`src/rtl/uart_tx_serializer.sv`:
```
// uart_tx_serializer: pops bytes from the TX FIFO and shifts them out as 8N1/8N2 frames, LSB first.
module uart_tx_serializer #(
  parameter int STOP_BITS = 1
) (
  input  logic        clk,
  input  logic        rst_n,
  input  logic        tx_en_i,
  input  logic        fifo_empty_i,
  input  logic [7:0]  fifo_data_i,
  output logic        fifo_rd_en_o,
  input  logic [31:0] baud_div_i,
  output logic        txd_o,
  output logic        busy_o,
  output logic        frame_done_o
);
  typedef enum logic [2:0] {IDLE, POP, LOAD, SHIFT, STOP} state_t;
  localparam logic LAST_STOP = 1'(STOP_BITS - 1);
  state_t state, state_n;
  logic [7:0] sh, sh_n;
  logic [31:0] div, div_n, cnt, cnt_n;
  logic [3:0] bit_cnt, bit_cnt_n;
  logic stop_cnt, stop_cnt_n;
  logic txd_n, rd_n, busy_n, done_n, tick;
  assign tick = cnt == div - 32'd1;
  always_comb begin
    state_n = state;
    sh_n = sh;
    div_n = div;
    cnt_n = cnt;
    bit_cnt_n = bit_cnt;
    stop_cnt_n = stop_cnt;
    txd_n = txd_o;
    rd_n = 1'b0;
    busy_n = busy_o;
    done_n = 1'b0;
    unique case (state)
      IDLE: if (tx_en_i && !fifo_empty_i) begin
        state_n = POP;
        rd_n = 1'b1;
        busy_n = 1'b1;
      end
      POP: state_n = LOAD;
      LOAD: begin
        sh_n = fifo_data_i;
        div_n = baud_div_i == 32'd0 ? 32'd1 : baud_div_i;
        txd_n = 1'b0;
        bit_cnt_n = 4'd0;
        cnt_n = 32'd0;
        stop_cnt_n = 1'b0;
        state_n = SHIFT;
      end
      SHIFT: begin
        cnt_n = tick ? 32'd0 : cnt + 32'd1;
        if (tick && bit_cnt == 4'd8) begin
          txd_n = 1'b1;
          state_n = STOP;
        end else if (tick) begin
          txd_n = sh[0];
          sh_n = sh >> 1;
          bit_cnt_n = bit_cnt + 4'd1;
        end
      end
      STOP: begin
        cnt_n = tick ? 32'd0 : cnt + 32'd1;
        if (tick && stop_cnt == LAST_STOP) begin
          done_n = 1'b1;
          busy_n = 1'b0;
          state_n = IDLE;
        end else if (tick) stop_cnt_n = 1'b1;
      end
      default: state_n = IDLE;
    endcase
  end
  always_ff @(posedge clk) begin
    if (!rst_n) begin
      state <= IDLE;
      sh <= 8'd0;
      div <= 32'd1;
      cnt <= 32'd0;
      bit_cnt <= 4'd0;
      stop_cnt <= 1'b0;
      txd_o <= 1'b1;
      fifo_rd_en_o <= 1'b0;
      busy_o <= 1'b0;
      frame_done_o <= 1'b0;
    end else begin
      state <= state_n;
      sh <= sh_n;
      div <= div_n;
      cnt <= cnt_n;
      bit_cnt <= bit_cnt_n;
      stop_cnt <= stop_cnt_n;
      txd_o <= txd_n;
      fifo_rd_en_o <= rd_n;
      busy_o <= busy_n;
      frame_done_o <= done_n;
    end
  end
endmodule
```
`config.mk`:
```
export PLATFORM = sky130hd
export DESIGN_NAME = uart_tx_serializer
export DESIGN_NICKNAME = d
export VERILOG_FILES = /design/src/rtl/uart_tx_serializer.sv
export SDC_FILE = /design/constraint.sdc
export NUM_CORES = 1
export LEC_CHECK = 0
export CAP_MARGIN = 20
export CORE_ASPECT_RATIO = 0.7
export CORE_MARGIN = 1.5
export CORE_UTILIZATION = 58
export DETAILED_ROUTE_END_ITERATION = 12
export PLACE_DENSITY = 0.78
export SETUP_SLACK_MARGIN = 0.4
export SLEW_MARGIN = 20
export SYNTH_ARGS = -nofsm -noshare
export SYNTH_HDL_FRONTEND = slang
export SYNTH_SLANG_ARGS = --single-unit
```
`constraint.sdc`:
```
create_clock -name clk -period 4.1 [get_ports clk]
set_input_delay 1.025 -clock clk [delete_from_list [all_inputs] [get_ports clk]]
set_output_delay 1.025 -clock clk [all_outputs]
set_load 0.1 [all_outputs]
```
==> out/metrics.csv <==
metric,value,unit
cts_root_buf,clkbuf_16,
ant_nets,0,
period_needed,3603,ps
die_area,9707,sq um
synth-seq-cells,84,
port_buffers,47,
grt_first_pass_wirelength,23.34,mm
crit_fanout,6,
antenna_found_initial,0,
areaGrowthSynthToFinish,19.17,%
finalNetCount,774,
path_depth,10,
die-width,117.1,um
tightest_slew,995.0,ps
cts_tree,done,
swShare,29.61,%
rsz0062_at_grt,true,
fp.dieH,82.89,um
p_clk_share,36.0,%
rr_worst_depth,10,
critPathMaxStageDelay,630,ps
clock_path_buffers,2,
critical-path-top-delay-family,simple AND/OR/NAND/NOR gates,
timing.hold.ws,459.9,ps
avgViaCountPerCell,6.277,
overflow,0,
path_common_cell,or4_1,
peakVddDrop,0.0002665,V
cp.required,4290,ps
comb_power_share,22.2,%
netlist_instances,693,
intPower,1.473,mW
syn_nets,741,
cts.sinks,84,
post-route-util,72.82,%
row_count,28,
synth_area,5288,sq um
relSlewSlack,33.46,%
hold_viol,0,
fin_crit_sh,87.87,%
whs_path_depth,2,
hold_class,flop to flop,
finalPower,2.093,mW
wl,15.07,mm
end_kind,flop,
cp_slowest_cell,or4_1,
critical_path_arrival,3800,ps
cts_made_buffers,9,
dp_hpwl,10.66,mm
drv_cap,0,
grt_max_degree,61,
yosysUniqueCellTypes,63,
yosysSeqAreaShare,31.80,%
seq_power_share,41.8,%
first_global_vias,4784,
drv_slew,0,
syn_area_per_cell,7.630,sq um
cp_num_buf_inv,1,
worst-setup-path-type,flop to flop,
grtUsageTotal,30.32,%
status,finished clean,
synth_edf_count,0,
tns,0,ps
placed_area,5827,sq um
avgRoutedWirePerCell,17.71,um
core_area,8653,sq um
p_sw,619.7,uW
async_flop_share,0,%
fmax,277.6,MHz
drive_above_1_share,9.850,%
insertedDiodeCount,0,
crit_chain,or4_1 > or4_1 > a2111oi_1 > buf_4 > o32ai_1 > a2111oi_1 > nand3_1 > or4_1 > a21oi_1 > o221ai_1,
setup_violations,0,
vias,5342,
yosys_warnings,0,
dr.pass1.iters,5,
path_clk_slew,60,ps
synth_ff_type,dfxtp_1,
p_per_area,332.1,nW/um^2
post-route-cell-area,6301,sq um
startpoint_type,flop,
io_pins,48,
drc,0,
start_util,61.10,%
gp_congestion,0.9133,
skew,4.563,ps
power_leakage,2.352,nW
htree_num_levels,3,
dr.first_iter.drc_count,447,
clock_latency,340,ps
==> worst min-delay path, cell delays in order, from the launching register on <==
cell and delay [ps]:
dfxtp_1 300, nand4_1 60, o21ai_1 50
==> kinds of logic after synthesis <==
kind of cell | count (synthesis) | share of synthesized area [%]
adder cells (fa/ha/maj) | 4 | 0.9466
multiplexers | 10 | 2.059
flip-flops | 84 | 31.80
AND/OR/NAND/NOR | 340 | 33.63
buffers and inverters | 61 | 4.733
AO/OA/AOI/OAI | 147 | 18.91
XOR/XNOR | 47 | 7.927
==> what timing repair did <==
item                                    in CTS  in global routing
cloned                                       0                  3
pin swaps                                    2                  7
setup buffers                                0                  6
hold buffers                                 0                  0
endpoints found under the setup margin      31                 47
resized for setup                            4                 16
==> final cells by class <==
class	count	area (sq um)
tap	120	150.1
timing repair buffer	70	691.9
clock inverter	4	25.02
multi-input combinational	548	3457
clock buffer	12	246.5
fill	712	2352
sequential	84	1682
inverter	13	48.80
==> cells in the final DEF, fill, tap and decap left out, types with 7 or more instances in the layout <==
master	count
nand2b_1	7
nor4_1	26
dfxtp_1	84
nand2_1	116
nor3_1	25
clkdlybuf4s50_1	47
a21boi_0	33
nor3b_1	11
or3_1	15
mux2_2	7
buf_4	18
nand3_1	25
a21oi_1	12
a21o_1	14
o21ai_0	27
nor2_1	35
nor2b_1	11
or4_1	8
xor2_1	14
and3_1	8
o21ai_1	14
inv_1	12
clkbuf_16	11
xnor2_1	32
nand4_1	18
==> worst paths after layout <==
kind,startpoint,end,slack (ps)
setup / recovery,div[12],txd_o,500
hold / removal,sh[4],sh[4],460
setup reg to reg,div[12],txd_o,500
hold reg to reg,sh[4],sh[4],460
==> cells in the mapped netlist, drive strengths merged (11+ instances only) <==
| library cell | number | area [sq um] |
|---|---|---|
| a21oi | 12 | 60.06 |
| nor3b | 14 | 105.1 |
| dfxtp | 84 | 1682 |
| inv | 13 | 48.80 |
| a21boi | 34 | 255.3 |
| nor4 | 30 | 215.2 |
| o21ai | 41 | 205.2 |
| or3 | 17 | 106.4 |
| nand3 | 25 | 125.1 |
| a21o | 15 | 112.6 |
| xnor2 | 33 | 296.5 |
| xor2 | 14 | 122.6 |
| nor3 | 25 | 125.1 |
| nor2b | 11 | 68.82 |
| clkbuf | 39 | 146.4 |
| nor2 | 36 | 135.1 |
| nand4 | 19 | 125.1 |
| nand2 | 116 | 435.4 |
==> state kept, by name (all words and copies together), names as in the netlist <==
name / count
cnt: 32
div: 32
sh: 8
bit_cnt: 4
state: 3
busy_o: 1
fifo_rd_en_o: 1
frame_done_o: 1
stop_cnt: 1
txd_o: 1
==> power groups by stage <==
stage | Combinational, mW | Sequential, mW | Clock, mW
final | 0.465 | 0.874 | 0.753
after global routing | 0.507 | 0.878 | 0.796
after CTS | 0.427 | 0.872 | 0.762
after detailed placement | 0.416 | 0.890 | 0
after global placement | 0.405 | 0.888 | 0
after floorplan | 0.283 | 0.891 | 0
==> metrics by stage <==
step	std cells	setup slack, ps
after floorplan	693	738.9
after global placement	826	361.3
after detailed placement	826	229.1
after CTS	842	404.3
after global routing	851	354.3
final	851	497.4
==> layer usage <==
layer	wire length [um]	track usage [%]	vias to the layer above
met5	0	0	-
li1	-	-	2550
met1	6798	41.74	2576
met2	6938	47.58	197
met3	1178	8.248	19
met4	154	6.353	0
(Power assumes the default switching activity.)
